File: src/rtl/c_trace_fifo.sv
// ============================================================================
// Module   : c_trace_fifo
// Purpose  : Change-only trace FIFO for an upstream state code; optional
//            cycle stamping selected by macro C_TRACE_STAMP_EN.
// Revision : 1.0 - initial release
// ============================================================================
`default_nettype none

module c_trace_fifo #(
  parameter int DEPTH = 8
) (
  input  logic                     clk,
  input  logic                     rst,
  input  logic [7:0]               C,
  input  logic                     rd_en,
  output logic [7:0]               dout,
  output logic [7:0]               dstamp,
  output logic                     empty,
  output logic                     full,
  output logic [$clog2(DEPTH):0]   count,
  output logic                     overflow
);

  localparam int C_AW = $clog2(DEPTH);
  localparam int C_CW = C_AW + 1;
`ifdef C_TRACE_STAMP_EN
  localparam int C_EW = 16;
`else
  localparam int C_EW = 8;
`endif

  logic [C_EW-1:0] r_mem [DEPTH];
  logic [C_AW-1:0] r_wptr;
  logic [C_AW-1:0] r_rptr;
  logic [C_CW-1:0] r_count;
  logic [7:0]      r_prev_c;
  logic            r_first;
  logic            r_overflow;

  logic            w_push_req;
  logic            w_pop;
  logic            w_push;
  logic            w_drop;
  logic            w_full;
  logic            w_empty;
  logic [C_EW-1:0] w_entry;

  assign w_full     = (r_count == C_CW'(DEPTH));
  assign w_empty    = (r_count == '0);
  assign w_push_req = r_first | (C != r_prev_c);
  assign w_pop      = rd_en & ~w_empty;
  // A full FIFO still accepts a push when the same edge frees a slot.
  assign w_push     = w_push_req & (~w_full | w_pop);
  assign w_drop     = w_push_req & w_full & ~w_pop;

`ifdef C_TRACE_STAMP_EN
  logic [7:0] r_stamp;

  always_ff @(posedge clk or posedge rst) begin
    if (rst) begin
      r_stamp <= 8'd0;
    end else begin
      r_stamp <= r_stamp + 8'd1;
    end
  end

  assign w_entry = {C, r_stamp};
  assign dstamp  = r_mem[r_rptr][7:0];
`else
  assign w_entry = C;
  assign dstamp  = 8'h00;
`endif

  assign dout     = r_mem[r_rptr][C_EW-1 -: 8];
  assign empty    = w_empty;
  assign full     = w_full;
  assign count    = r_count;
  assign overflow = r_overflow;

  // Storage is not reset; pointers and count alone define what is valid.
  always_ff @(posedge clk) begin
    if (w_push) begin
      r_mem[r_wptr] <= w_entry;
    end
  end

  always_ff @(posedge clk or posedge rst) begin
    if (rst) begin
      r_wptr     <= '0;
      r_rptr     <= '0;
      r_count    <= '0;
      r_prev_c   <= 8'd0;
      r_first    <= 1'b1;
      r_overflow <= 1'b0;
    end else begin
      r_prev_c <= C;
      r_first  <= 1'b0;
      if (w_push) begin
        r_wptr <= r_wptr + C_AW'(1);
      end
      if (w_pop) begin
        r_rptr <= r_rptr + C_AW'(1);
      end
      r_count <= r_count + C_CW'(w_push) - C_CW'(w_pop);
      if (w_drop) begin
        r_overflow <= 1'b1;
      end
    end
  end

endmodule

`default_nettype wire

File: config.mk
export PLATFORM = sky130hd
export DESIGN_NAME = c_trace_fifo
export DESIGN_NICKNAME = d
export VERILOG_FILES = /design/src/rtl/c_trace_fifo.sv
export SDC_FILE = /design/constraint.sdc
export NUM_CORES = 1
export LEC_CHECK = 0
export ABC_CLOCK_PERIOD_IN_PS = 2900
export CAP_MARGIN = 5
export CORE_MARGIN = 4
export CORE_UTILIZATION = 50
export DETAILED_ROUTE_END_ITERATION = 8
export MAX_ROUTING_LAYER = met4
export PLACE_DENSITY = 0.71
export REMOVE_ABC_BUFFERS = 1
export SLEW_MARGIN = 10
export SYNTH_ARGS = -nofsm -noshare
export SYNTH_HDL_FRONTEND = slang
export SYNTH_SLANG_ARGS = --single-unit
File: constraint.sdc
create_clock -name clk -period 2.9 [get_ports clk]
set_input_delay 0.58 -clock clk [delete_from_list [all_inputs] [get_ports clk]]
set_output_delay 0.58 -clock clk [all_outputs]
set_load 0.02 [all_outputs]
# After elaboration in Yosys (flattened, before gate mapping)
# Memory sizes are Yosys's and may differ from the RTL's.
# Cells that the tools add are included.
# totals
ff_bits	20
ram_bits	64
wordCells	25
mem_count	1
input_bits	11
# op_classes
n_mux	2
n_bitwise	9
reduce_logical	1
n_eq_ne	2
addsub	4
# mem_list
name	depth	width	rd	rd_clocked_by_memory_dff	write_ports	line_no	text
r_mem	8	8	1	0	1	32	logic [C_EW-1:0] r_mem [DEPTH];
# op_table
op	n
$ne A8 B8 Y1	1
$add A3 B1 Y3 const B	2
$add A4 B1 Y4	1
$and A1 B1 Y1	4
$eq A4 B4 Y1 const B	1
$logic_not A4 Y1	1
$sub A4 B1 Y4	1
$not A1 Y1	3
$mux W1	2
$or A1 B1 Y1	2

# Logic depth before layout (Yosys ltp)
# Gate-level depths: netlist (run 1).
# logic_depth
word_depth	7
mapped_depth	13

# Worst setup path before layout (run 1)
# Ideal clock, no wire load.
# synth_path
kind	register -> register
start	register r_count[2] (netlist: count[2])
end	memory r_mem[2][0] (enable)
required_ps	2505
stages_incl_launch_ff	8
synth_period_minus_slack_ps	2738
slack_ps	162
arrival_time_ps	2343
path_cell_list	dfrtp_1 inv_1 ha_1 nor3b_2 a21boi_0 a31oi_1 buf_2 nor4bb_1
# synth_rtl
element	line_no	text
start, declared	35	logic [C_CW-1:0] r_count;
start signal, assigned	104	r_count <= r_count + C_CW'(w_push) - C_CW'(w_pop);
$eq A4 B4 Y1	48	assign w_full = (r_count == C_CW'(DEPTH));
net full	19	output logic full,
$not A1 Y1	53	assign w_push = w_push_req & (~w_full | w_pop);
$or A1 B1 Y1	53	
$and A1 B1 Y1	53	
$mux W1	82	if (w_push) begin
$mux W1 (implied by the code)	83	r_mem[r_wptr] <= w_entry;
end, declared	32	
# The timed path passes the listed nets, and every way through them passes these cells.

# Worst setup path in the final report (run 1)
# layout_path
start	register r_rptr[0]
end	output port dout[3]
# layout_between
elab_chain_cells	1
# layout_lines
element	line_no	text
start, declared	34	logic [C_AW-1:0] r_rptr;
start signal, assigned	102	r_rptr <= r_rptr + C_AW'(1);
$mem_v2 Z8 W8	n/a	
end, declared	16	output logic [7:0] dout,
# No other way between the ends.

==> results_dict.tcl, run 1 <==
set metrics [dict create \
    cts_buffers 9 \
    rsz_0062_raised_after_global_routing "false" \
    global_route.peak_usage_layer "met2" \
    power.leakage_nw 1.691 \
    cts_max_path_buffers 2 \
    use_met3_pct 4.840 \
    clock-sinks 84 \
    result_of_the_run "complete, no violations" \
    signed_area_change_from_the_synthesized_netlist_to_the_final_layout_pct 20.09 \
    layout.cells.most_common "edfxtp_1" \
    setup_viol 0 \
    route.antenna.remaining_nets 0 \
    synth_top_area_cells "edfxtp_1 54%, dfrtp_1 13%, mux4_1 12%" \
    grt_pass1_wl_um 9749 \
    port-buffer-count 25 \
    antenna_found_initial 0 \
    worst-endpoint-arrival_ns 2.08 \
    die_height_um 92.05 \
    grt_max_degree 21 \
    drt-pass1-iter-count 4 \
    pre_cts_slack_ns -0.08401 \
    drt_iter0_markers 102 \
    synth.avg_cell_area_um2 19.41 \
    grt_util_met2_pct 25.97 \
    period_share_pct 91.87 \
    synth_largest_type_area_fraction_pct 54.41 \
    timing.fmax_mhz 375.4 \
    finalCoreUtilization_pct 62.09 \
    n_diodes 0 \
    wl_per_cell_um 17.65 \
    critPathRequiredTime_ns 2.32 \
    crit_path_start_kind "flop" \
    first_global_vias 1831 \
    worst_setup_path_end_kind "primary output" \
    htree_levels 3 \
    netlist_instances 182 \
    total_congestion_overflow 0 \
    slew_violations 0 \
    layout.cells.most_common_list "64 x edfxtp_1, 23 x buf_4, 18 x dfrtp_1" \
    netlist.top_cell.by_area "edfxtp_1" \
    die-area_um2 8473 \
    pin_count 34 \
    holdWs_ns 0.4598 \
    nets 256 \
    track_usage_pct 16.12 \
    drc 0 \
    clock_latency_ns 0.34 \
    synth-seq-area-share_pct 68.61 \
    tns_setup_ns 0 \
    final.setup_skew_ns 0.01000 \
    gp_routability_congestion 0.8124 \
    hold_class "flop to flop" \
    dr_total_vias 1736 \
    postSynthRegisterBits 84 \
    post_route_cells_drive_above_1_share_pct 21.58 \
    root_buffer "clkbuf_8" \
    timing.final.crit_period_ns 2.664 \
    coreArea_um2 6832 \
    fillers 516 \
    layout_setup_ws_ns 0.2358 \
    slew-limit-headroom_pct 45.11 \
    hold_viol 0 \
    ys_warn_count 0 \
    cts_post_setup_buffers_inserted 0 \
    initial_cell_density_of_the_core_pct 51.70 \
    synth.lib_cells_used.distinct 36 \
    tritoncts "yes" \
    rows 30 \
    avgViaCountPerCell 5.151 \
    power.ir.vdd_worst_mv 0.4793 \
    place.detailed.hpwl_um 4076 \
    grtUsageMet1_pct 19.61 \
    totalPowerFinal_w 0.004320 \
    timing.max_cap.violations 0 \
    worstMarginPinSlew_ns 0.8224 \
    critical_path.max_fanout 18 \
    power-per-cell-area_nw_per_um2 1018 \
    clk_pin_slew_ns 0.08 \
    critical_setup_path_class "flop to primary output" \
    area_of_the_mapped_netlist_um2 3532 \
    die-width_um 92.05 \
    finalWirelength_um 5947 \
]
-- critical path, cell delays in order (launching register included) --
cell and delay [ns]:
dfrtp_1 0.37, buf_12 0.18, mux4_1 0.58, mux2_2 0.28, dlygate4sd2_1 0.33
-- cell usage after synthesis --
cell	count
fa_1	1
ha_1	8
a31oi_1	1
edfxtp_1	64
buf_12	1
and3_1	1
and4b_1	3
nor4bb_1	1
nor3b_1	1
dfrtp_1	19
mux2_2	10
a21o_1	2
xor2_1	12
a21boi_0	1
and4_1	1
mux4_1	16
dfstp_2	1
a21oi_1	1
and4bb_2	1
and3b_1	1
nor2b_1	1
buf_6	1
buf_1	1
nor3_1	1
nor4_2	1
nand2_1	1
inv_1	11
clkbuf_1	1
buf_2	2
buf_4	8
nor3b_2	1
conb_1	1
xnor2_1	2
nor2_1	2
a311oi_1	1
nand3_1	1
-- worst paths after layout --
path | cells past startpoint | slack, ns | to | start
min reg2reg | 1 | 0.46 | overflow | overflow
max in group asynchronous | 2 | 1.64 | r_rptr[1] | rst
max reg2reg | 12 | 0.47 | count[2] | count[2]
min | 1 | 0.46 | overflow | overflow
min in group asynchronous | 2 | 0.70 | r_prev_c[1] | rst
max | 4 | 0.24 | dout[3] | r_rptr[0]
-- power by group --
part	internal (W)	switching [W]	total, W
logic	0.000848	0.000741	0.00159
registers	0.00166	0.000210	0.00187
clock network	0.000478	0.000380	0.000858
-- what timing repair did --
action,in CTS,in global routing
setup endpoints to repair,8,7
hold buffers,0,0
resized for setup,2,7
-- sequential cells by signal, indices dropped and copies added, names as in the netlist --
name / count
r_rptr: 3
r_mem: 64
r_prev_c: 8
r_wptr: 3
overflow: 1
r_first: 1
count: 4
-- kinds of logic after synthesis --
kind of cell	share of synthesized area, %
buf+inv	4.251
mux	15.09
simple gates	3.861
compound gates	1.204
xor+xnor	3.472
fa+ha+maj	3.401
flops	68.62
other cells	0.1062
-- per-stage QoR --
stage	std cells	area, µm²
final	337	4242
after global placement	321	4016
after detailed placement	321	4016
after CTS	337	4224
after global routing	337	4242
after floorplan	176	3453
-- per-layer routing --
metal	vias up	part of all wire, %
met5	-	0
met4	0	1.3
met3	7	6.1
met2	42	52
met1	882	40
li1	805	-
-- layout make-up --
| cell class | instances | area (µm²) | area share, % |
|---|---|---|---|
| clock inverter | 6 | 80.08 | 1.888 |
| clock buffer | 10 | 127.6 | 3.009 |
| timing repair buffer | 49 | 459.2 | 10.83 |
| inverter | 11 | 41.29 | 0.9735 |
| tap | 96 | 120.1 | 2.832 |
| multi-input combinational | 81 | 988.4 | 23.30 |
| sequential | 84 | 2425 | 57.17 |
Power figures use the tool's default switching activity.
==> run 2: changes to the inputs <==
--- a/config.mk
+++ b/config.mk
@@ -9,7 +9,9 @@
 export CAP_MARGIN = 5
 export CORE_MARGIN = 4
 export CORE_UTILIZATION = 50
+export CTS_CLUSTER_DIAMETER = 80
 export DETAILED_ROUTE_END_ITERATION = 8
+export HOLD_SLACK_MARGIN = 0.12
 export MAX_ROUTING_LAYER = met4
 export PLACE_DENSITY = 0.71
 export REMOVE_ABC_BUFFERS = 1
==> results of run 2 <==
The final DEF is identical to that of run 1; final timing and power are the same.
